<file path="src/rtl/elastic_fifo_sync_pkg.sv">
// Shared constants and types for the RX elastic buffer.
package elastic_buffer_pkg;
    typedef logic [9:0] symbol_t;

    localparam symbol_t K28_5_RDN = 10'h0FA;
    localparam symbol_t K28_5_RDP = 10'h305;

    localparam int DEF_DATA_WIDTH = 10;
    localparam int DEF_DEPTH      = 16;
    localparam int DEF_HIGH_WM    = 12;
    localparam int DEF_LOW_WM     = 4;
endpackage

</file>
<file path="src/rtl/elastic_fifo_sync_if.sv">
// Handshake, status and error bundle between the elastic buffer and its neighbours.
interface elastic_fifo_sync_if #(
    parameter int DATA_WIDTH    = 10,
    parameter int ADDRESS_WIDTH = 4
);
    logic                   flush;
    logic                   wr_en;
    logic [DATA_WIDTH-1:0]  wr_data;
    logic                   rd_en;
    logic                   rd_valid;
    logic [DATA_WIDTH-1:0]  rd_data;
    logic [ADDRESS_WIDTH:0] fill_level;
    logic                   full;
    logic                   empty;
    logic                   almost_full;
    logic                   almost_empty;
    logic                   skip_dropped;
    logic                   skip_inserted;
    logic                   overflow;
    logic                   underflow;

    modport master (
        output flush, wr_en, wr_data, rd_en,
        input  rd_valid, rd_data, fill_level, full, empty, almost_full, almost_empty,
               skip_dropped, skip_inserted, overflow, underflow
    );

    modport slave (
        input  flush, wr_en, wr_data, rd_en,
        output rd_valid, rd_data, fill_level, full, empty, almost_full, almost_empty,
               skip_dropped, skip_inserted, overflow, underflow
    );
endinterface

</file>
<file path="src/rtl/elastic_fifo_sync_ram.sv">
// Symbol storage: one write port, one registered read port; the array itself is never cleared.
module elastic_ram_sync #(
    parameter int DATA_WIDTH    = 10,
    parameter int DEPTH         = 16,
    parameter int ADDRESS_WIDTH = $clog2(DEPTH)
) (
    input  logic                     clk,
    input  logic                     rst,
    input  logic                     we,
    input  logic [ADDRESS_WIDTH-1:0] waddr,
    input  logic [DATA_WIDTH-1:0]    wdata,
    input  logic                     re,
    input  logic [ADDRESS_WIDTH-1:0] raddr,
    output logic [DATA_WIDTH-1:0]    rdata
);
    logic [DATA_WIDTH-1:0] mem [DEPTH];

    always_ff @(posedge clk) begin
        if (we) mem[waddr] <= wdata;
    end

    // Only the output register is cleared; it holds between reads.
    always_ff @(posedge clk) begin
        if (rst)     rdata <= '0;
        else if (re) rdata <= mem[raddr];
    end
endmodule

</file>
<file path="src/rtl/elastic_fifo_sync.sv">
// Single-clock elastic FIFO for the RX symbol path with SKIP drop/insert around the midpoint.
module elastic_fifo_sync
    import elastic_buffer_pkg::*;
#(
    parameter int                   DATA_WIDTH  = DEF_DATA_WIDTH,
    parameter int                   DEPTH       = DEF_DEPTH,
    parameter int                   HIGH_WM     = DEF_HIGH_WM,
    parameter int                   LOW_WM      = DEF_LOW_WM,
    parameter logic [DATA_WIDTH-1:0] SKIP_SYMBOL = DATA_WIDTH'(K28_5_RDN),
    parameter bit                   SKIP_EN     = 1'b1
) (
    input  logic local_clock,
    input  logic local_reset,
    elastic_fifo_sync_if.slave bus
);
    localparam int ADDRESS_WIDTH = $clog2(DEPTH);

    logic [ADDRESS_WIDTH-1:0] wr_ptr, rd_ptr;
    logic [ADDRESS_WIDTH:0]   count;
    logic [DEPTH-1:0]         skip_tag;
    logic                     is_full, is_empty, is_af, is_ae, live, head_skip;
    logic                     do_replay, do_pop, do_insert, do_underflow;
    logic                     do_drop, do_push, do_overflow;
    logic                     rd_valid_q, sel_skip, dropped_q, inserted_q, overflow_q, underflow_q;
    logic [DATA_WIDTH-1:0]    ram_q;

    assign is_full  = (count == (ADDRESS_WIDTH+1)'(DEPTH));
    assign is_empty = (count == '0);
    assign is_af    = (count >= (ADDRESS_WIDTH+1)'(HIGH_WM));
    assign is_ae    = (count <  (ADDRESS_WIDTH+1)'(LOW_WM));
    assign live     = !local_reset && !bus.flush;
    // Per-entry SKIP tag lets the head be classified without a combinational RAM read.
    assign head_skip = skip_tag[rd_ptr];

    always_comb begin
        do_replay    = 1'b0;
        do_pop       = 1'b0;
        do_insert    = 1'b0;
        do_underflow = 1'b0;
        do_drop      = 1'b0;
        do_push      = 1'b0;
        do_overflow  = 1'b0;
        if (live && bus.rd_en) begin
            if (!is_empty && head_skip && SKIP_EN && is_ae) do_replay    = 1'b1;
            else if (!is_empty)                             do_pop       = 1'b1;
            else if (SKIP_EN)                               do_insert    = 1'b1;
            else                                            do_underflow = 1'b1;
        end
        if (live && bus.wr_en) begin
            if (SKIP_EN && bus.wr_data == SKIP_SYMBOL && is_af) do_drop     = 1'b1;
            else if (!is_full || do_pop)                        do_push     = 1'b1;
            else                                                do_overflow = 1'b1;
        end
    end

    always_ff @(posedge local_clock) begin
        if (do_push) skip_tag[wr_ptr] <= (bus.wr_data == SKIP_SYMBOL);
    end

    always_ff @(posedge local_clock) begin
        if (local_reset || bus.flush) begin
            wr_ptr     <= '0;
            rd_ptr     <= '0;
            count      <= '0;
            rd_valid_q <= 1'b0;
            sel_skip   <= 1'b0;
            dropped_q  <= 1'b0;
            inserted_q <= 1'b0;
            if (local_reset) begin
                overflow_q  <= 1'b0;
                underflow_q <= 1'b0;
            end
        end else begin
            if (do_push) wr_ptr <= wr_ptr + 1'b1;
            if (do_pop)  rd_ptr <= rd_ptr + 1'b1;
            count      <= count + (ADDRESS_WIDTH+1)'(do_push) - (ADDRESS_WIDTH+1)'(do_pop);
            rd_valid_q <= do_replay | do_pop | do_insert;
            if (do_replay | do_pop | do_insert) sel_skip <= do_insert;
            dropped_q   <= do_drop;
            inserted_q  <= do_replay | do_insert;
            overflow_q  <= overflow_q  | do_overflow;
            underflow_q <= underflow_q | do_underflow;
        end
    end

    elastic_ram_sync #(
        .DATA_WIDTH    (DATA_WIDTH),
        .DEPTH         (DEPTH),
        .ADDRESS_WIDTH (ADDRESS_WIDTH)
    ) u_ram (
        .clk   (local_clock),
        .rst   (local_reset | bus.flush),
        .we    (do_push),
        .waddr (wr_ptr),
        .wdata (bus.wr_data),
        .re    (do_pop | do_replay),
        .raddr (rd_ptr),
        .rdata (ram_q)
    );

    assign bus.rd_valid      = rd_valid_q;
    assign bus.rd_data       = sel_skip ? SKIP_SYMBOL : ram_q;
    assign bus.fill_level    = count;
    assign bus.full          = is_full;
    assign bus.empty         = is_empty;
    assign bus.almost_full   = is_af;
    assign bus.almost_empty  = is_ae;
    assign bus.skip_dropped  = dropped_q;
    assign bus.skip_inserted = inserted_q;
    assign bus.overflow      = overflow_q;
    assign bus.underflow     = underflow_q;
endmodule
</file>
<file path="src/flat_wrapper.sv">
// flat-port wrapper written by rule: the top's interface ports become plain ports
module elastic_fifo_sync_flat import elastic_buffer_pkg::*;
#(
    parameter int                   DATA_WIDTH  = DEF_DATA_WIDTH,
    parameter int                   DEPTH       = DEF_DEPTH,
    parameter int                   HIGH_WM     = DEF_HIGH_WM,
    parameter int                   LOW_WM      = DEF_LOW_WM,
    parameter logic [DATA_WIDTH-1:0] SKIP_SYMBOL = DATA_WIDTH'(K28_5_RDN),
    parameter bit                   SKIP_EN     = 1'b1
)
  (local_clock, local_reset, bus_flush, bus_wr_en, bus_wr_data, bus_rd_en, bus_rd_valid, bus_rd_data, bus_fill_level, bus_full, bus_empty, bus_almost_full, bus_almost_empty, bus_skip_dropped, bus_skip_inserted, bus_overflow, bus_underflow);
  elastic_fifo_sync_if #(.DATA_WIDTH(DATA_WIDTH)) bus_i ();
  input  logic local_clock;
  input  logic local_reset;
  input wire logic [$bits(bus_i.flush)-1:0] bus_flush;
  input wire logic [$bits(bus_i.wr_en)-1:0] bus_wr_en;
  input wire logic [$bits(bus_i.wr_data)-1:0] bus_wr_data;
  input wire logic [$bits(bus_i.rd_en)-1:0] bus_rd_en;
  output wire logic [$bits(bus_i.rd_valid)-1:0] bus_rd_valid;
  output wire logic [$bits(bus_i.rd_data)-1:0] bus_rd_data;
  output wire logic [$bits(bus_i.fill_level)-1:0] bus_fill_level;
  output wire logic [$bits(bus_i.full)-1:0] bus_full;
  output wire logic [$bits(bus_i.empty)-1:0] bus_empty;
  output wire logic [$bits(bus_i.almost_full)-1:0] bus_almost_full;
  output wire logic [$bits(bus_i.almost_empty)-1:0] bus_almost_empty;
  output wire logic [$bits(bus_i.skip_dropped)-1:0] bus_skip_dropped;
  output wire logic [$bits(bus_i.skip_inserted)-1:0] bus_skip_inserted;
  output wire logic [$bits(bus_i.overflow)-1:0] bus_overflow;
  output wire logic [$bits(bus_i.underflow)-1:0] bus_underflow;
  assign bus_i.flush = bus_flush;
  assign bus_i.wr_en = bus_wr_en;
  assign bus_i.wr_data = bus_wr_data;
  assign bus_i.rd_en = bus_rd_en;
  assign bus_rd_valid = bus_i.rd_valid;
  assign bus_rd_data = bus_i.rd_data;
  assign bus_fill_level = bus_i.fill_level;
  assign bus_full = bus_i.full;
  assign bus_empty = bus_i.empty;
  assign bus_almost_full = bus_i.almost_full;
  assign bus_almost_empty = bus_i.almost_empty;
  assign bus_skip_dropped = bus_i.skip_dropped;
  assign bus_skip_inserted = bus_i.skip_inserted;
  assign bus_overflow = bus_i.overflow;
  assign bus_underflow = bus_i.underflow;
  elastic_fifo_sync #(.DATA_WIDTH(DATA_WIDTH), .DEPTH(DEPTH), .HIGH_WM(HIGH_WM), .LOW_WM(LOW_WM), .SKIP_SYMBOL(SKIP_SYMBOL), .SKIP_EN(SKIP_EN)) u_core (.local_clock(local_clock), .local_reset(local_reset), .bus(bus_i));
endmodule
</file>
<file path="config.mk">
export PLATFORM = sky130hd
export DESIGN_NAME = elastic_fifo_sync_flat
export DESIGN_NICKNAME = d
export VERILOG_FILES = /design/src/rtl/elastic_fifo_sync_pkg.sv /design/src/rtl/elastic_fifo_sync_if.sv /design/src/rtl/elastic_fifo_sync_ram.sv /design/src/rtl/elastic_fifo_sync.sv /design/src/flat_wrapper.sv
export SDC_FILE = /design/constraint.sdc
export NUM_CORES = 1
export LEC_CHECK = 0
export ABC_AREA = 1
export BUFFER_PORTS_ARGS = -buffer_cell sky130_fd_sc_hd__buf_2
export CAP_MARGIN = 20
export CORE_MARGIN = 2
export CORE_UTILIZATION = 50
export CTS_CLUSTER_DIAMETER = 50
export DETAILED_ROUTE_END_ITERATION = 12
export GPL_TIMING_DRIVEN = 0
export HOLD_SLACK_MARGIN = 0.03
export PLACE_DENSITY = 0.67
export SLEW_MARGIN = 20
export SYNTH_ARGS = -nofsm -noshare
export SYNTH_HDL_FRONTEND = slang
export SYNTH_SLANG_ARGS = --single-unit
export TNS_END_PERCENT = 20
</file>
<file path="constraint.sdc">
create_clock -name local_clock -period 5.5 [get_ports local_clock]
set_clock_uncertainty 0.15 [all_clocks]
set_input_delay 0.825 -clock local_clock [delete_from_list [all_inputs] [get_ports local_clock]]
set_output_delay 0.825 -clock local_clock [all_outputs]
set_load 0.01 [all_outputs]
</file>
==> summary.md <==
| Metric | Value |
|---|---|
| Vias | `5914` |
| Setup violations, final | `0` |
| Initial drt markers | `693` |
| Die area | `18060 sq um` |
| Slew Limit Fails | `0` |
| Starting Density | `51.26%` |
| Synth area leaders | `edfxtp_1 63%, dfxtp_1 6.4%, o21ai_0 5.8%` |
| Synth top area share | `62.53%` |
| CTS tree | `done` |
| Reg area | `5856 sq um` |
| Multi-input gate area | `2251 sq um` |
| Max Fanout on Critical Path | `17` |
| Final hold violations | `0` |
| Grt total ovfl | `0` |
| Async set-reset flop share out of synthesis | `0%` |
| Num CTS Buffers | `23` |
| Synthesized instance count | `708` |
| Synthesized flop and latch total | `204` |
| Distinct cells, synth | `39` |
| Post-synthesis sequential area ratio | `68.88%` |
| Final ANT Viol Nets | `0` |
| Worst-Skew Late Latency | `0.51 ns` |
| Setup repair bufs after CTS | `0` |
| Fin util | `58.77%` |
| Area leader, netlist | `edfxtp_1` |
| Synth Cell Area | `8501 sq um` |
| IO buf count | `37` |
| Synth cell count leaders | `177 x edfxtp_1, 118 x nor2_1, 98 x o21ai_0` |
| Routed WL per cell | `22.10 um` |
| Vias in the first global route | `5768` |
| Hold buffer count at cts | `0` |
| Top-count cell post-synth | `edfxtp_1` |
| IO Pins | `39` |
| Clock transition at path regs | `0.06 ns` |
| Predominant post-synthesis flop cell | `edfxtp_1` |
| Synth warn | `0` |
| Fmax | `0.2616 GHz` |
| Worst Tran Pin Value | `1.087 ns` |
| CTS sink count | `204` |
| Setup TNS Final | `0 ns` |
| Core area | `16580 sq um` |
| Layout Nets | `804` |
| Post-cts gate resize count | `0` |
| Hpwl dp | `14040 um` |
| Drt pass-1 iters | `6` |
| Status | `finished clean` |
| Final setup margin | `1.677 ns` |
| Vias per cell | `5.855` |
| Worst Setup End Kind | `register` |
| Largest net degree at the start of global routing | `18` |
| # DRC | `0` |
| Tightest Hold Check Type | `register to register` |
| Syn avg cell area | `12.01 sq um` |
| Area growth syn-to-layout | `14.66%` |
| Worst EP required | `5.79 ns` |
| Arrival @ worst endpoint | `4.11 ns` |
| Minimum clock period | `3.823 ns` |
| Unrepaired setup endpoints after global routing | `false` |
| Initial antenna violation count | `1` |
| Final Cycle Share | `69.50%` |
| First-pass GRT wire length | `33540 um` |
| H-tree Lvls | `1` |
| Bufs on Longest Clock Path | `3` |
| EDFF count, synth | `177` |
| RePlAce Congestion | `0.8425` |
| Pwr Density | `330.6 nW/um^2` |
| Detailed Route WL | `22320 um` |
| Synth Net Count | `739` |
| Gr usage total | `25.23%` |
| Max_slew headroom | `27.23%` |
| Placement Setup Slack | `1.259 ns` |
| Die height | `134.4 um` |
| Fill count | `1363` |
| Leakage | `3.532 nW` |
| Die Wd | `134.4 um` |
| Root Buffer | `clkbuf_16` |
| # Max-Cap Violations | `0` |
| WS Path Type | `primary input to register` |
| Maximum VDD drop | `0.2778 mV` |
| Rows | `47` |
| Startpoint Class | `primary input` |
| Share of layout cells above drive strength 1 | `16.35%` |
==> cell usage in the layout, fill, tap and decap left out, drive strengths merged, types with 3 or more instances in the layout <==
cell,n
ha,15
o211ai,15
nand2,60
inv,56
o21ai,102
clkinvlp,4
nand3,27
dfxtp,27
clkbuf,46
clkinv,9
nor3,3
a21oi,11
nor2,126
buf,58
o221ai,23
edfxtp,177
o22ai,15
xor2,3
==> critical path, stage by stage <==
cell	delay (ns)
buf_2	0.26
nand2_1	0.08
nor3_1	0.37
inv_1	0.13
nor2_1	0.86
a21oi_2	0.28
nand2_4	0.18
inv_8	0.06
ha_1	0.22
inv_1	0.08
fa_1	0.21
nor3_1	0.07
a211oi_1	0.24
o21ai_0	0.12
a21oi_1	0.12
==> sequential cells by signal (all words and copies together), names as in the netlist <==
signal and count:
u_core.u_ram.mem 160, u_core.bus.skip_inserted 1, u_core.bus.overflow 1, u_core.rd_ptr 4, u_core.bus.rd_valid 1, u_core.bus.skip_dropped 1, u_core.u_ram.rdata 10, u_core.wr_ptr 4
u_core.bus.fill_level 5, u_core.skip_tag 16, u_core.sel_skip 1
==> metal layers <==
metal	up-vias	wire length [um]	track usage (%)
met5	-	0	0
li1	2667	-	-
met4	0	743	8.889
met3	58	2435	5.745
met2	359	10240	39.88
met1	2830	8903	34.65
==> layout make-up <==
type / count / area share [%]
clock buffer: 27 / 6.059
timing repair buffer: 40 / 2.246
clock inverter: 14 / 1.322
antenna: 1 / 0.02567
tap: 220 / 2.824
buffer: 37 / 1.990
inverter: 57 / 2.362
multi-input combinational: 410 / 23.09
sequential: 204 / 60.08
==> worst paths after layout <==
path,from,end,slack [ns],depth (start not counted)
worst max-delay path,bus_wr_data[7],u_core.bus.fill_level[4],1.68,15
worst min-delay path,u_core.wr_ptr[3],u_core.wr_ptr[3],0.36,2
worst max register to register,u_core.bus.fill_level[3],u_core.bus.fill_level[4],2.16,18
worst min register to register,u_core.wr_ptr[3],u_core.wr_ptr[3],0.36,2
==> power by group <==
part | leakage (nW) | switching, W | internal (W)
logic | 1.34 | 0.0000535 | 0.0000209
registers | 1.85 | 0.00000292 | 0.00168
clock network | 0.340 | 0.000598 | 0.000863
total | 3.53 | 0.000655 | 0.00257
==> kinds of logic after synthesis <==
| family | after synthesis | share of synthesized area, % |
|---|---|---|
| fa+ha+maj | 16 | 2.443 |
| compound gates | 171 | 11.92 |
| simple gates | 219 | 11.41 |
| flops | 204 | 68.88 |
| buf+inv | 94 | 4.990 |
| other cells | 1 | 0.04411 |
| xor+xnor | 3 | 0.3092 |
==> metrics by stage <==
step                cells  total power, W  hold WS (ns)  area, sq um
detailed placement    968        0.001794        0.3514         9025
floorplan             708        0.001756        0.3159         8501
global route         1009        0.003313        0.4037         9744
global placement      965        0.001791        0.3379         8961
finish               1010        0.003223        0.3584         9747
CTS                  1009        0.003228        0.3589         9744
Power figures use the tool's default switching activity.
